--- src/rtl/vm1_pkg.sv ---
// Shared types and index helpers for the VM1 register bank and its transfer engine.
// Pure declarations: no logic, no latency, no flow control.
package vm1_pkg;

  typedef enum logic [1:0] {
    XFER_IDLE = 2'd0,
    XFER_REQ  = 2'd1,
    XFER_WAIT = 2'd2,
    XFER_DONE = 2'd3
  } xfer_state_e;

  function automatic int pc_idx(input int nreg);
    return nreg - 1;
  endfunction

  function automatic int sp_idx(input int nreg);
    return nreg - 2;
  endfunction

  // A single bank still gets a one-bit select so port widths never collapse to zero.
  function automatic int bank_w(input int nbank);
    return (nbank > 1) ? $clog2(nbank) : 1;
  endfunction

endpackage

--- src/rtl/vm1_regbank_xfer.sv ---
// Bank save/restore bus master: walks registers 0..NREG-2 of one bank to/from memory.
// Two cycles per word minimum (REQ then WAIT); stalls in WAIT until bus_ack, frozen while ce is low.
module vm1_regbank_xfer
  import vm1_pkg::*;
#(
  parameter int W    = 16,
  parameter int NREG = 8,
  parameter int BW   = 1,
  parameter int IW   = 3
) (
  input  logic          clk,
  input  logic          reset_n,
  input  logic          ce,
  input  logic          xfer_start,
  input  logic          xfer_load,
  input  logic [BW-1:0] xfer_bank,
  input  logic [W-1:0]  xfer_base,
  input  logic [W-1:0]  save_data,
  input  logic [W-1:0]  bus_rdata,
  input  logic          bus_ack,
  output logic [BW-1:0] bank,
  output logic [IW-1:0] idx,
  output logic          bus_req,
  output logic          bus_we,
  output logic [W-1:0]  bus_addr,
  output logic [W-1:0]  bus_wdata,
  output logic          busy,
  output logic          done,
  output logic          arr_wr_en,
  output logic [W-1:0]  arr_wr_data
);

  xfer_state_e   state_q, state_d;
  logic          load_q, load_d;
  logic [BW-1:0] bank_q, bank_d;
  logic [W-1:0]  base_q, base_d;
  logic [IW-1:0] idx_q, idx_d;

  always_comb begin
    state_d   = state_q;
    load_d    = load_q;
    bank_d    = bank_q;
    base_d    = base_q;
    idx_d     = idx_q;
    arr_wr_en = 1'b0;
    if (ce) begin
      case (state_q)
        XFER_IDLE: begin
          if (xfer_start) begin
            state_d = XFER_REQ;
            load_d  = xfer_load;
            bank_d  = xfer_bank;
            base_d  = xfer_base & ~W'(1);
            idx_d   = '0;
          end
        end
        XFER_REQ: state_d = XFER_WAIT;
        XFER_WAIT: begin
          if (bus_ack) begin
            arr_wr_en = load_q;
            if (idx_q == IW'(NREG - 2)) begin
              state_d = XFER_DONE;
            end else begin
              idx_d   = idx_q + IW'(1);
              state_d = XFER_REQ;
            end
          end
        end
        XFER_DONE: state_d = XFER_IDLE;
        default:   state_d = XFER_IDLE;
      endcase
    end
  end

  always_ff @(posedge clk or negedge reset_n) begin
    if (!reset_n) begin
      state_q <= XFER_IDLE;
      load_q  <= 1'b0;
      bank_q  <= '0;
      base_q  <= '0;
      idx_q   <= '0;
    end else begin
      state_q <= state_d;
      load_q  <= load_d;
      bank_q  <= bank_d;
      base_q  <= base_d;
      idx_q   <= idx_d;
    end
  end

  // Bus outputs derive from held state, so they stay stable through WAIT and while ce is low.
  assign bus_req     = (state_q == XFER_REQ) || (state_q == XFER_WAIT);
  assign bus_we      = bus_req && !load_q;
  assign bus_addr    = bus_req ? base_q + W'({idx_q, 1'b0}) : '0;
  assign bus_wdata   = bus_we ? save_data : '0;
  assign busy        = bus_req;
  assign done        = (state_q == XFER_DONE);
  assign bank        = bank_q;
  assign idx         = idx_q;
  assign arr_wr_data = bus_rdata;

endmodule

--- src/rtl/vm1_regbank.sv ---
// Banked general-register file with shared PC, dual combinational reads and PC/SP auto-increment.
// Writes land next edge; core writes to a bank being transferred are dropped and flagged via conflict.
module vm1_regbank
  import vm1_pkg::*;
#(
  parameter int W      = 16,
  parameter int NREG   = 8,
  parameter int NBANK  = 2,
  parameter int BYPASS = 1,
  localparam int BW    = bank_w(NBANK),
  localparam int IW    = $clog2(NREG)
) (
  input  logic          clk,
  input  logic          reset_n,
  input  logic          ce,
  input  logic [BW-1:0] bank_sel,
  input  logic [IW-1:0] rd_a_idx,
  input  logic [IW-1:0] rd_b_idx,
  output logic [W-1:0]  rd_a_data,
  output logic [W-1:0]  rd_b_data,
  input  logic          wr_en,
  input  logic [IW-1:0] wr_idx,
  input  logic [W-1:0]  wr_data,
  input  logic          pc_inc2,
  input  logic          sp_inc2,
  input  logic          sp_dec2,
  output logic [W-1:0]  pc_out,
  output logic [W-1:0]  sp_out,
  input  logic          xfer_start,
  input  logic          xfer_load,
  input  logic [BW-1:0] xfer_bank,
  input  logic [W-1:0]  xfer_base,
  output logic          bus_req,
  output logic          bus_we,
  output logic [W-1:0]  bus_addr,
  output logic [W-1:0]  bus_wdata,
  input  logic [W-1:0]  bus_rdata,
  input  logic          bus_ack,
  output logic          busy,
  output logic          done,
  output logic          conflict
);

  localparam int PC_IDX = pc_idx(NREG);
  localparam int SP_IDX = sp_idx(NREG);
  localparam int NB     = NREG - 1;

  logic [W-1:0]  regs_q [NBANK][NB];
  logic [W-1:0]  regs_d [NBANK][NB];
  logic [W-1:0]  pc_q, pc_d;

  logic [BW-1:0] x_bank;
  logic [IW-1:0] x_idx;
  logic          x_wr_en;
  logic [W-1:0]  x_wr_data;
  logic [W-1:0]  x_save_data;
  logic          core_ok;
  logic          sp_step;

  function automatic logic [W-1:0] bank_reg(input logic [BW-1:0] b, input logic [IW-1:0] r);
    logic [W-1:0] v;
    v = '0;
    for (int i = 0; i < NBANK; i++)
      for (int j = 0; j < NB; j++)
        if (b == BW'(i) && r == IW'(j)) v = regs_q[i][j];
    return v;
  endfunction

  function automatic logic [W-1:0] read_port(input logic [IW-1:0] r);
    if (BYPASS != 0 && wr_en && wr_idx == r) return wr_data;
    if (r == IW'(PC_IDX)) return pc_q;
    return bank_reg(bank_sel, r);
  endfunction

  always_comb begin
    rd_a_data   = read_port(rd_a_idx);
    rd_b_data   = read_port(rd_b_idx);
    sp_out      = bank_reg(bank_sel, IW'(SP_IDX));
    x_save_data = bank_reg(x_bank, x_idx);
  end

  assign pc_out  = pc_q;
  assign core_ok = !(busy && bank_sel == x_bank);
  assign sp_step = sp_inc2 ^ sp_dec2;
  // The shared PC is never part of a transfer, so PC writes are never a conflict.
  assign conflict = ce && !core_ok && ((wr_en && wr_idx != IW'(PC_IDX)) || sp_step);

  always_comb begin
    regs_d = regs_q;
    pc_d   = pc_q;
    if (ce) begin
      if (wr_en && wr_idx == IW'(PC_IDX)) pc_d = wr_data;
      else if (pc_inc2)                   pc_d = pc_q + W'(2);
      for (int b = 0; b < NBANK; b++) begin
        for (int r = 0; r < NB; r++) begin
          if (x_wr_en && x_bank == BW'(b) && x_idx == IW'(r)) begin
            regs_d[b][r] = x_wr_data;
          end else if (core_ok && bank_sel == BW'(b)) begin
            if (wr_en && wr_idx == IW'(r))
              regs_d[b][r] = wr_data;
            else if (r == SP_IDX && sp_step)
              regs_d[b][r] = sp_inc2 ? regs_q[b][r] + W'(2) : regs_q[b][r] - W'(2);
          end
        end
      end
    end
  end

  always_ff @(posedge clk or negedge reset_n) begin
    if (!reset_n) begin
      pc_q <= '0;
      for (int b = 0; b < NBANK; b++)
        for (int r = 0; r < NB; r++) regs_q[b][r] <= '0;
    end else begin
      pc_q <= pc_d;
      for (int b = 0; b < NBANK; b++)
        for (int r = 0; r < NB; r++) regs_q[b][r] <= regs_d[b][r];
    end
  end

  vm1_regbank_xfer #(
    .W    (W),
    .NREG (NREG),
    .BW   (BW),
    .IW   (IW)
  ) u_xfer (
    .clk         (clk),
    .reset_n     (reset_n),
    .ce          (ce),
    .xfer_start  (xfer_start),
    .xfer_load   (xfer_load),
    .xfer_bank   (xfer_bank),
    .xfer_base   (xfer_base),
    .save_data   (x_save_data),
    .bus_rdata   (bus_rdata),
    .bus_ack     (bus_ack),
    .bank        (x_bank),
    .idx         (x_idx),
    .bus_req     (bus_req),
    .bus_we      (bus_we),
    .bus_addr    (bus_addr),
    .bus_wdata   (bus_wdata),
    .busy        (busy),
    .done        (done),
    .arr_wr_en   (x_wr_en),
    .arr_wr_data (x_wr_data)
  );

endmodule

--- config.mk ---
export PLATFORM = sky130hd
export DESIGN_NAME = vm1_regbank
export DESIGN_NICKNAME = d
export VERILOG_FILES = /design/src/rtl/vm1_pkg.sv /design/src/rtl/vm1_regbank_xfer.sv /design/src/rtl/vm1_regbank.sv
export SDC_FILE = /design/constraint.sdc
export NUM_CORES = 1
export LEC_CHECK = 0
export CORE_ASPECT_RATIO = 0.9
export CORE_MARGIN = 10
export CORE_UTILIZATION = 30
export DETAILED_ROUTE_END_ITERATION = 16
export GPL_ROUTABILITY_DRIVEN = 1
export PLACE_DENSITY = 0.56
export REMOVE_ABC_BUFFERS = 1
export SLEW_MARGIN = 20
export SYNTH_ARGS = -nofsm -noshare
export SYNTH_HDL_FRONTEND = slang
export SYNTH_HIERARCHICAL = 1
export SYNTH_SLANG_ARGS = --single-unit
--- constraint.sdc ---
create_clock -name clk -period 5.94 [get_ports clk]
set_input_delay 1.188 -clock clk [delete_from_list [all_inputs] [get_ports clk]]
set_output_delay 1.188 -clock clk [all_outputs]
set_load 0.02 [all_outputs]
Yosys cells after proc, flatten, opt, wreduce, memory -nomap -nowiden
Cells that the tools add are included.

Logic and storage cells: 311. Flip-flop bits (word level): 262.

Add/sub/neg operators: 7. Mux-type cells: 112. Equal/unequal tests: 37. Reduce and logical (&&, ||, !) cells: 132. Bitwise logic cells: 3.

Operators by type and width (number): two-way mux 16 bit (95); logical AND 1 bit (75); nonzero test 2 bit (28); adder 16 x 2 -> 16 bit, second input constant (3); AND reduction 3 bit (16); == test 3 bit, second input constant (15); subtractor 16 x 2 -> 16 bit, second input constant (2); == test 3 x 2 -> 1 bit, second input constant (8); adder 16 x 4 -> 16 bit (1); == test 3 x 1 -> 1 bit, second input constant (4); zero test 3 bit (4); two-way mux 1 bit (9); two-way mux 3 bit (3); one-hot mux 2 bit (4 select lines) (1); == test 3 bit (2); two-way mux 2 bit (3); != test 2 bit, second input constant (3); one-hot mux 3 bit (2 select lines) (1); nonzero test 3 bit (2); AND reduction 5 bit (1); == test 2 bit, second input constant (2); adder 3 x 1 -> 3 bit, second input constant (1); != test 3 bit, second input constant (1); == test 2 x 1 -> 1 bit, second input constant (1); other kinds (7) (10).

Logic depth before layout (Yosys ltp)
Depth after elaboration: 18. Gate-level depth with buffers: 11. Depth with buffers taken out: 9.

Modules after synthesis
The synthesis kept the hierarchy.

Modules (own cells, without submodules): vm1_regbank (times used 1, cells each 2556, area an instance 20612.3 um2); vm1_regbank_xfer (times used 1, cells each 171, area an instance 1629.1 um2).

Worst setup path after synthesis
Ideal clock, no wire load.

Path kind: input -> output. Start point: input port rd_b_idx[0]. End point: output port rd_b_data[7]. Buffers on the path: 4. Stages: 10. Required time: 4.752 ns. Arrival time: 2.905 ns. Slack: 1.847 ns. Cells stage by stage: buf_4 buf_4 buf_4 buf_4 nor2_1 nand2_1 nand4_1 o21ai_0 o22a_1 o31ai_1.

Word-level cells in the longest chain between the ends: 18. Elaborated cells between the ends (all ways): 44. Classes of those cells: eq/ne: 8; mux: 20; reduce/logical: 16.

Ends and longest elaborated chain: from (decl) (RTL line vm1_regbank.sv:18) `input logic [IW-1:0] rd_b_idx,`; zero test 3 bit (RTL line vm1_regbank.sv:65) `if (b == BW'(i) && r == IW'(j)) v = regs_q[i][j];`; logical AND 1 bit (RTL line vm1_regbank.sv:65); two-way mux 16 bit (14 in series) (RTL line vm1_regbank.sv:65); two-way mux 16 bit (RTL line vm1_regbank.sv:72) `return bank_reg(bank_sel, r);`; two-way mux 16 bit (*) (RTL line vm1_regbank.sv:71) `if (r == IW'(PC_IDX)) return pc_q;`; to (decl) (RTL line vm1_regbank.sv:20) `output logic [W-1:0] rd_b_data,`.

Mark *: on every way between the ends. The rest lies on a longest branch, timed or not. The select of a mux whose other input is x is not followed.

Worst setup path after layout
Start point: input port rd_a_idx[1]. End point: output port rd_a_data[14].

Word-level cells in the longest chain between the ends: 18. Elaborated cells between the ends (all ways): 44. Classes of those cells: eq/ne: 8; mux: 20; reduce/logical: 16.

Ends and longest elaborated chain: from (decl) (RTL line vm1_regbank.sv:17) `input logic [IW-1:0] rd_a_idx,`; zero test 3 bit (RTL line vm1_regbank.sv:65); logical AND 1 bit (RTL line vm1_regbank.sv:65); two-way mux 16 bit (14 in series) (RTL line vm1_regbank.sv:65); two-way mux 16 bit (RTL line vm1_regbank.sv:72); two-way mux 16 bit (*) (RTL line vm1_regbank.sv:71); to (decl) (RTL line vm1_regbank.sv:19) `output logic [W-1:0] rd_a_data,`.

Marked as above.

==> results.json <==
{
  "yosysTopAreaCell": "dfrtp_1",
  "cts-root-buf": "clkbuf_16",
  "slowest_delay_ns": 0.61,
  "max_freq_mhz": 175,
  "drv_cap": 0,
  "crit_chain": "buf_2, buf_4, xnor2_1, nand4_1, buf_4, nand2_1, a221oi_1, a221oi_1, buf_4, clkdlybuf4s50_1",
  "cp_max_fo": 22,
  "cts_buffers": 35,
  "min_path_cells": 1,
  "synth_edf_count": 0,
  "io_pins": 170,
  "cts_tree": "yes",
  "ys_async_sr_fraction_pct": 100,
  "synthDistinctLibCells": 97,
  "die-area_um2": 85400,
  "ctsHoldBuffers": 0,
  "post_route_cells_drive_above_1_share_pct": 13.8,
  "hold_end": "u_xfer/base_q[1]",
  "grt-ovfl-total": 0,
  "first_pass_iters": 8,
  "fin_cells": 3857,
  "area_growth_pct": 19.6,
  "synth_area_leaders": "dfrtp_1 29%, mux2i_1 10%, o21ai_0 8.4%",
  "synthMostInstantiatedCell": "o21ai_0",
  "largest_reg_flops": 224,
  "final_cell_area_um2": 26600,
  "grt_usage_pct": 27.5,
  "path_common_cell": "buf_4",
  "timing.hold.ws_ns": 0.518,
  "critical_path.top_delay_family": "buffers and inverters",
  "syn_avg_cell_area_um2": 8.16,
  "placed_cells": 3794,
  "r2r_end": "regs_q[38]",
  "dieHeight_um": 278,
  "worstHoldStart": "u_xfer/base_q[1]",
  "cp_num_cells": 10,
  "status": "finished clean",
  "slew_viol_final": 0,
  "clk_pin_slew_worst_paths_ns": 0.06,
  "post_cts_resized": 0,
  "worstPathArrival_ns": 4.52,
  "clockBufferDepth": 3,
  "regToRegSetupSlack_ns": 2.24,
  "synth_top_area_share_pct": 29.5,
  "worstSetupStartpointType": "primary input",
  "yosysSeqAreaShare_pct": 29.5,
  "drt_iter0_drc": 3303,
  "grt_max_degree": 126,
  "place_hpwl_um": 93200,
  "htree_levels": 2,
  "critical_path_required_ns": 4.75,
  "grt_pass1_vias": 22902,
  "setup.worst_path.start": "rd_a_idx[1]",
  "hold_viol": 0,
  "p_leak_nw": 10.9,
  "fin_nets": 2979,
  "cp_num_buf_inv": 5,
  "min_period_over_period_pct": 96.0,
  "r2r_cells": 6,
  "cts_num_sinks": 262,
  "clock_latency_ns": 0.58,
  "period_minus_slack_ns": 5.70,
  "syn_inst": 2727,
  "die_w_um": 307,
  "start_util_pct": 30.4,
  "skew_ns": 0.0153,
  "antenna_found_initial": 4,
  "drt-total-wl_um": 123000,
  "crit_type": "in -> out",
  "rsz0062_at_grt": "false",
  "wl_per_cell_um": 31.8,
  "placed_cell_area_um2": 25400,
  "largest_register": "regs_q",
  "viasPerCell": 6.28,
  "p_per_area_nw_per_um2": 449,
  "worstMarginPinSlew_ns": 1.21,
  "antenna_cells": 0,
  "drc": 0,
  "io_buffers": 167,
  "synth_commonest_cells": "373 x o21ai_0, 343 x nand2_1, 262 x dfrtp_1",
  "hp-class": "reg -> reg",
  "r2r_start": "u_xfer/bank",
  "detail-route-antenna-nets": 0,
  "vdd_drop_max_mv": 0.237,
  "vias": 24234,
  "cpMaxStageDelayCell": "buf_2",
  "fin_setup_tns_ns": 0,
  "setup_viol": 0,
  "fp.coreArea_um2": 73300,
  "grt_pass1_wl_um": 174000,
  "ys_ff_latch": 262,
  "crit_path_end_kind": "output pin",
  "yosys_warnings": 6,
  "fp-row-count": 94,
  "syn_area_um2": 22200,
  "relSlewSlack_pct": 19.2,
  "synth_top_flop_cell": "dfrtp_1",
  "place_congestion": 1.04,
  "cts_setup_buffers": 0
}
[through the flow]
step	setup slack, ns	utilization (%)	power [W]
2_1_floorplan	0.661	-	0.00654
3_3_place_gp	0.349	34.7	0.00948
3_5_place_dp	0.359	34.7	0.00952
4_1_cts	0.348	36.3	0.0118
5_1_grt	0.212	36.3	0.0125
6_report	0.235	36.3	0.0119
[cells by family (layout without fill, tap and decap cells)]
kind of cell / after synthesis / count (layout) / share of synthesized area [%]
and+or+nand+nor: 815 / 815 / 17.3
muxes: 319 / 319 / 16.4
buffers and inverters: 304 / 474 / 6.46
adders and majority gates: 39 / 39 / 2.30
DFF: 262 / 262 / 29.5
xor gates and xnor gates: 37 / 37 / 1.46
other: 1 / 1 / 0.0169
AOI/OAI and AO/OA: 950 / 950 / 26.6
[cell usage in the layout (no fill, tap or decap), types with 11 or more instances in the layout]
cell	instances
o21ai_0	369
nand2_1	342
dfrtp_1	259
mux2i_1	231
buf_4	199
a21oi_1	174
nor2_1	164
clkdlybuf4s50_1	157
nand3_1	60
mux2_2	57
o22ai_1	50
nor3_1	48
a22oi_1	48
inv_1	41
nand2b_1	37
nor2b_1	36
ha_1	36
clkbuf_16	35
mux4_2	31
a31oi_1	29
a211oi_1	29
o221ai_1	25
xnor2_1	25
and2_1	22
o31ai_1	20
a221oi_1	20
nand4_1	18
a21o_1	17
o211ai_1	16
a22o_1	14
xor2_1	12
and3_1	11
[worst max path at each step]
stage | endpoint | slack, ns
global route | rd_a_data[14] | 0.21
global placement | rd_a_data[14] | 0.35
detailed placement | rd_a_data[14] | 0.36
floorplan | bus_addr[15] | 0.66
CTS | rd_a_data[14] | 0.35
finish | rd_a_data[14] | 0.24
[where the power goes]
part	total [W]	switching, W	leakage (nW)	internal (W)
clock network	0.00223	0.000923	0.562	0.00130
registers	0.00401	0.00149	3.33	0.00252
logic	0.00570	0.00327	7.00	0.00243
[layer usage]
| metal | routed length (um) | vias up | global-route usage, % |
|---|---|---|---|
| met5 | 12 | - | 0 |
| met4 | 4720 | 2 | 10.3 |
| met3 | 12500 | 259 | 5.92 |
| met2 | 52800 | 1519 | 41.3 |
| met1 | 52700 | 12088 | 38.2 |
| li1 | - | 10366 | - |
[area by class of cell]
cell class / instances / area (um^2)
clock buffers: 49 / 988
clock inverters: 14 / 170
fillers: 7715 / 46700
inverters: 43 / 161
multi-input cells: 2161 / 14300
flip-flops and latches: 262 / 6560
well taps: 960 / 1200
repair buffers: 368 / 3230
Power figures use the tool's default switching activity.
